$ cat config.mk
export PLATFORM = sky130hd
export DESIGN_NAME = single_mult
export DESIGN_NICKNAME = d
export VERILOG_FILES = /design/src/rtl/single_mult.sv
export SDC_FILE = /design/constraint.sdc
export NUM_CORES = 1
export LEC_CHECK = 0
export ABC_AREA = 1
export ABC_CLOCK_PERIOD_IN_PS = 3900
export CELL_PAD_IN_SITES_DETAIL_PLACEMENT = 1
export CELL_PAD_IN_SITES_GLOBAL_PLACEMENT = 2
export CORE_MARGIN = 2
export CORE_UTILIZATION = 25
export DETAILED_ROUTE_END_ITERATION = 6
export GPL_TIMING_DRIVEN = 0
export PLACE_DENSITY_LB_ADDON = 0.1
export SYNTH_ARGS = -nofsm -noshare
export SYNTH_HDL_FRONTEND = slang
export SYNTH_SLANG_ARGS = --single-unit
$ cat constraint.sdc
create_clock -name clk -period 3.9 [get_ports clk]
set_clock_uncertainty 0.1 [all_clocks]
set_input_delay 0.585 -clock clk [delete_from_list [all_inputs] [get_ports clk]]
set_output_delay 0.585 -clock clk [all_outputs]
set_load 0.05 [all_outputs]
$ cat src/rtl/single_mult.sv
// Bit-serial left-shift multiplier: consumes one multiplier bit per clock
// (LSB first) against a parallel multiplicand and publishes the 2N-bit
// product every N clocks, back-to-back with no idle cycles.
module single_mult #(
    parameter int N = 6
) (
    input  logic           clk,
    input  logic           rst_n,
    input  logic           x,
    input  logic [N-1:0]   Y,
    output logic [2*N-1:0] P,
    output logic [N:0]     count_out,
    output logic [2*N-1:0] temp_out
);

    logic [N:0]     count_q, count_d;
    logic [N-1:0]   y_q, y_d;
    logic [2*N-1:0] temp_q, temp_d;
    logic [2*N-1:0] p_q, p_d;

    logic           first_bit;
    logic           last_bit;
    logic [N-1:0]   operand;
    logic [2*N-1:0] addend;
    logic [2*N-1:0] base;
    logic [2*N-1:0] sum;

    // Next-state: accumulate the shifted multiplicand, publish on the last bit.
    always_comb begin
        count_d   = count_q;
        y_d       = y_q;
        temp_d    = temp_q;
        p_d       = p_q;

        first_bit = (count_q == '0);
        last_bit  = (count_q == (N+1)'(N-1));

        // Bit 0 uses the live Y (it is being captured this edge); later bits
        // use the latched copy so mid-operation changes on Y are ignored.
        operand   = first_bit ? Y : y_q;
        addend    = x ? ({{N{1'b0}}, operand} << count_q) : '0;
        base      = first_bit ? '0 : temp_q;
        sum       = base + addend;

        temp_d    = sum;
        if (first_bit) begin
            y_d = Y;
        end
        if (last_bit) begin
            p_d     = sum;
            count_d = '0;
        end else begin
            count_d = count_q + (N+1)'(1);
        end
    end

    // State registers with asynchronous active-low clear.
    always_ff @(posedge clk or negedge rst_n) begin
        if (!rst_n) begin
            count_q <= '0;
            y_q     <= '0;
            temp_q  <= '0;
            p_q     <= '0;
        end else begin
            count_q <= count_d;
            y_q     <= y_d;
            temp_q  <= temp_d;
            p_q     <= p_d;
        end
    end

    assign P         = p_q;
    assign count_out = count_q;
    assign temp_out  = temp_q;

endmodule

==> results.sh <==
export IMPL_hpwl_um=5170
export IMPL_cts_root_buf="clkbuf_8"
export IMPL_clk_latency_ps=290
export IMPL_row_count=35
export IMPL_core_um2=9240
export IMPL_timing_fmax_ghz=0.282
export IMPL_track_usage_pct=14.2
export IMPL_r2r_cells=24
export IMPL_hold_path_class="input port to asynchronous set/reset pin"
export IMPL_max_slew_margin_pct=42.8
export IMPL_critical_path_peak_fanout=9
export IMPL_vias_per_cell=4.33
export IMPL_grt_pass1_wl_um=11400
export IMPL_setup_viol=0
export IMPL_grt_max_degree=38
export IMPL_io_pins=40
export IMPL_initial_core_util_pct=25.7
export IMPL_area_delta_synth_final_pct=32.9
export IMPL_grt_overflow_total=0
export IMPL_critPathSlowestCell="dfrtp_1"
export IMPL_synth_area_um2=2380
export IMPL_finalWorstSetupSlack_ps=360
export IMPL_startpoint="count_out[0]"
export IMPL_finalCriticalPeriod_ps=3540
export IMPL_dieArea_um2=10300
export IMPL_place_ws_ps=-303
export IMPL_route_detailed_drc=0
export IMPL_ys_types=33
export IMPL_numPortBuffers=39
export IMPL_min_period_over_period_pct=90.8
export IMPL_irDropWorstVdd_mv=0.326
export IMPL_diodes=0
export IMPL_nets=381
export IMPL_required_ps=3990
export IMPL_cts_buffers=5
export IMPL_dr_pass1_iters=4
export IMPL_r2r_end="temp_out[11]"
export IMPL_antenna_found_initial=0
export IMPL_p_per_area_nw_per_um2=379
export IMPL_slowest_delay_ps=400
export IMPL_synth_nets=326
export IMPL_slew_viol_final=0
export IMPL_synth_yosys_seq_area_share_pct=38.9
export IMPL_path_common_cell="nand2_1"
export IMPL_clkSlewWorstSetupHoldPaths_ps=80
export IMPL_finalSetupTns_ps=0
export IMPL_cp_end_kind="flop"
export IMPL_fp_dieW_um=102
export IMPL_report_power_total_mw=1.20
export IMPL_layout_commonest_cell="nand2_1"
export IMPL_crit_type="flop to flop"
export IMPL_reg2reg_slack_ps=360
export IMPL_drt_total_wl_um=6780
export IMPL_cp_start_kind="flop"
export IMPL_ys_ff_latch=37
export IMPL_vias=2108
export IMPL_cts_tree="yes"
export IMPL_clock_sinks=37
export IMPL_drv_cap=0
export IMPL_p_leak_nw=1.52
export IMPL_synth_warnings=0
export IMPL_dieHeight_um=102
export IMPL_final_cell_mix="71 x nand2_1, 38 x clkdlybuf4s50_1, 36 x dfrtp_1, 36 x inv_1, 29 x nor2_1"
export IMPL_crit_chain="buf_6 -> clkinvlp_4 -> ha_1 -> inv_2 -> nor2_8 -> nand2_8 -> nand2_2 -> nand2_2 -> nand2_1 -> nor2_1 -> a31oi_2 -> nand2_1 -> o21ai_1 -> o22ai_1 -> inv_1 -> nor2_1 -> ha_1 -> a21oi_1 -> o21ai_0 -> nand2_1 -> nand3_1 -> a31oi_1 -> nand3_1 -> and2_1"
export IMPL_htreeDepth=2
export IMPL_drtIter0Drc=30
export IMPL_worstPathArrival_ps=3630
export IMPL_clockBufferDepth=2
export IMPL_gp_congestion=0.820
export IMPL_synth_avg_cell_area_um2=7.88
export IMPL_r2r_start="count_out[0]"
export IMPL_synthCells=302
export IMPL_tightest_slew_ps=858
export IMPL_hold_viol=0
export IMPL_grt_pass1_vias=2267
export IMPL_status="completed"
export IMPL_drive_above_1_share_pct=17.0
export IMPL_post_drt_wl_per_cell_um=13.9
export IMPL_antenna_left=0
## critical path, delay by kind of cell (launching register included)
| family | cells | cell delay (ps) |
|---|---|---|
| AOI/OAI and AO/OA | 6 | 1080 |
| adders and majority gates | 2 | 510 |
| buffers and inverters | 4 | 310 |
| DFF | 1 | 400 |
| and+or+nand+nor | 12 | 1050 |
## flip-flops by register name (all words and copies together) (netlist names)
register,flops
P,12
temp_out,12
count_out,7
y_q,6
## repair_timing
| action | in CTS | in global routing |
|---|---|---|
| hold buffers | 0 | 0 |
| pin swaps | 1 | 4 |
| endpoints found under the setup margin | 7 | 9 |
| gates resized for setup | 8 | 13 |
| buffers inserted | 2 | 7 |
| hold endpoints to repair | 0 | 0 |
## final cells by class
type	count	area [µm²]
buffer	7	43.8
clock buffer	6	82.6
clock inverter	2	37.5
fill	1126	6080
inverter	42	178
multi-input combinational	216	1280
sequential	37	927
tap	129	161
timing repair buffer	48	453
## cells by family (layout without fill, tap and decap cells)
| family | after synthesis | after routing | synth area share [%] |
|---|---|---|---|
| adder cells (fa/ha/maj) | 15 | 15 | 8.21 |
| buffers and inverters | 49 | 105 | 8.84 |
| flip-flops | 37 | 37 | 38.9 |
| XOR/XNOR | 13 | 13 | 4.79 |
| AND/OR/NAND/NOR | 159 | 159 | 32.2 |
| AO/OA/AOI/OAI | 29 | 29 | 7.05 |
## through the flow
stage | std cells | utilization [%] | instance area [µm²] | hold WS, ps
2_1_floorplan | 302 | - | 2380 | 189
3_3_place_gp | 470 | 31.7 | 2930 | 366
3_5_place_dp | 470 | 31.7 | 2930 | 369
4_1_cts | 480 | 33.3 | 3070 | 341
5_1_grt | 487 | 34.2 | 3160 | 384
6_report | 487 | 34.2 | 3160 | 301
## how the worst max path moves through the flow
stage / cells past startpoint / end / slack [ps]
global route: 24 / P[10] / -6
global placement: 24 / P[10] / -330
floorplan: 25 / P[10] / 160
CTS: 25 / P[10] / 30
finish: 24 / temp_out[11] / 360
detailed placement: 24 / P[10] / -300
## report_power, final
group	leakage [nW]	internal [mW]	switching, mW
Sequential	0.469	0.435	0.0263
Combinational	0.995	0.124	0.255
Clock	0.0574	0.208	0.151
Total	1.52	0.766	0.432
## cells in the mapped netlist
cell | instances | share of area, %
xor2_1 | 9 | 3.3
fa_1 | 1 | 0.84
clkbuf_1 | 4 | 0.63
nor2_1 | 30 | 4.7
buf_6 | 1 | 0.47
ha_1 | 14 | 7.4
o21a_1 | 1 | 0.32
a21boi_0 | 1 | 0.32
xnor2_1 | 4 | 1.5
nor2_8 | 2 | 1.7
o21bai_1 | 1 | 0.32
inv_2 | 1 | 0.16
nor3_1 | 7 | 1.5
a31oi_1 | 4 | 1.1
nand3_2 | 5 | 2.1
buf_2 | 1 | 0.21
a21o_1 | 1 | 0.32
a21oi_1 | 9 | 1.9
o21ai_0 | 8 | 1.7
and2_1 | 1 | 0.26
inv_1 | 39 | 6.2
buf_4 | 1 | 0.32
nand3_1 | 26 | 5.5
nand2_4 | 1 | 0.47
dfrtp_1 | 37 | 39
nand2_8 | 1 | 0.84
a211oi_1 | 1 | 0.32
nand2_1 | 71 | 11
clkinv_8 | 1 | 0.68
o22ai_1 | 2 | 0.53
nand2_2 | 15 | 3.9
clkinv_2 | 1 | 0.21
o211ai_1 | 1 | 0.32
## metal layers
metal  up-vias  global-route usage, %  routed length, µm
met5         -                      0                  0
met4         0                   3.53                 80
met3         8                   3.04                226
met2        34                   22.4               3060
met1       997                   19.8               3410
li1       1069                      -                  -
Note: power is estimated with default switching activity, not from simulation.
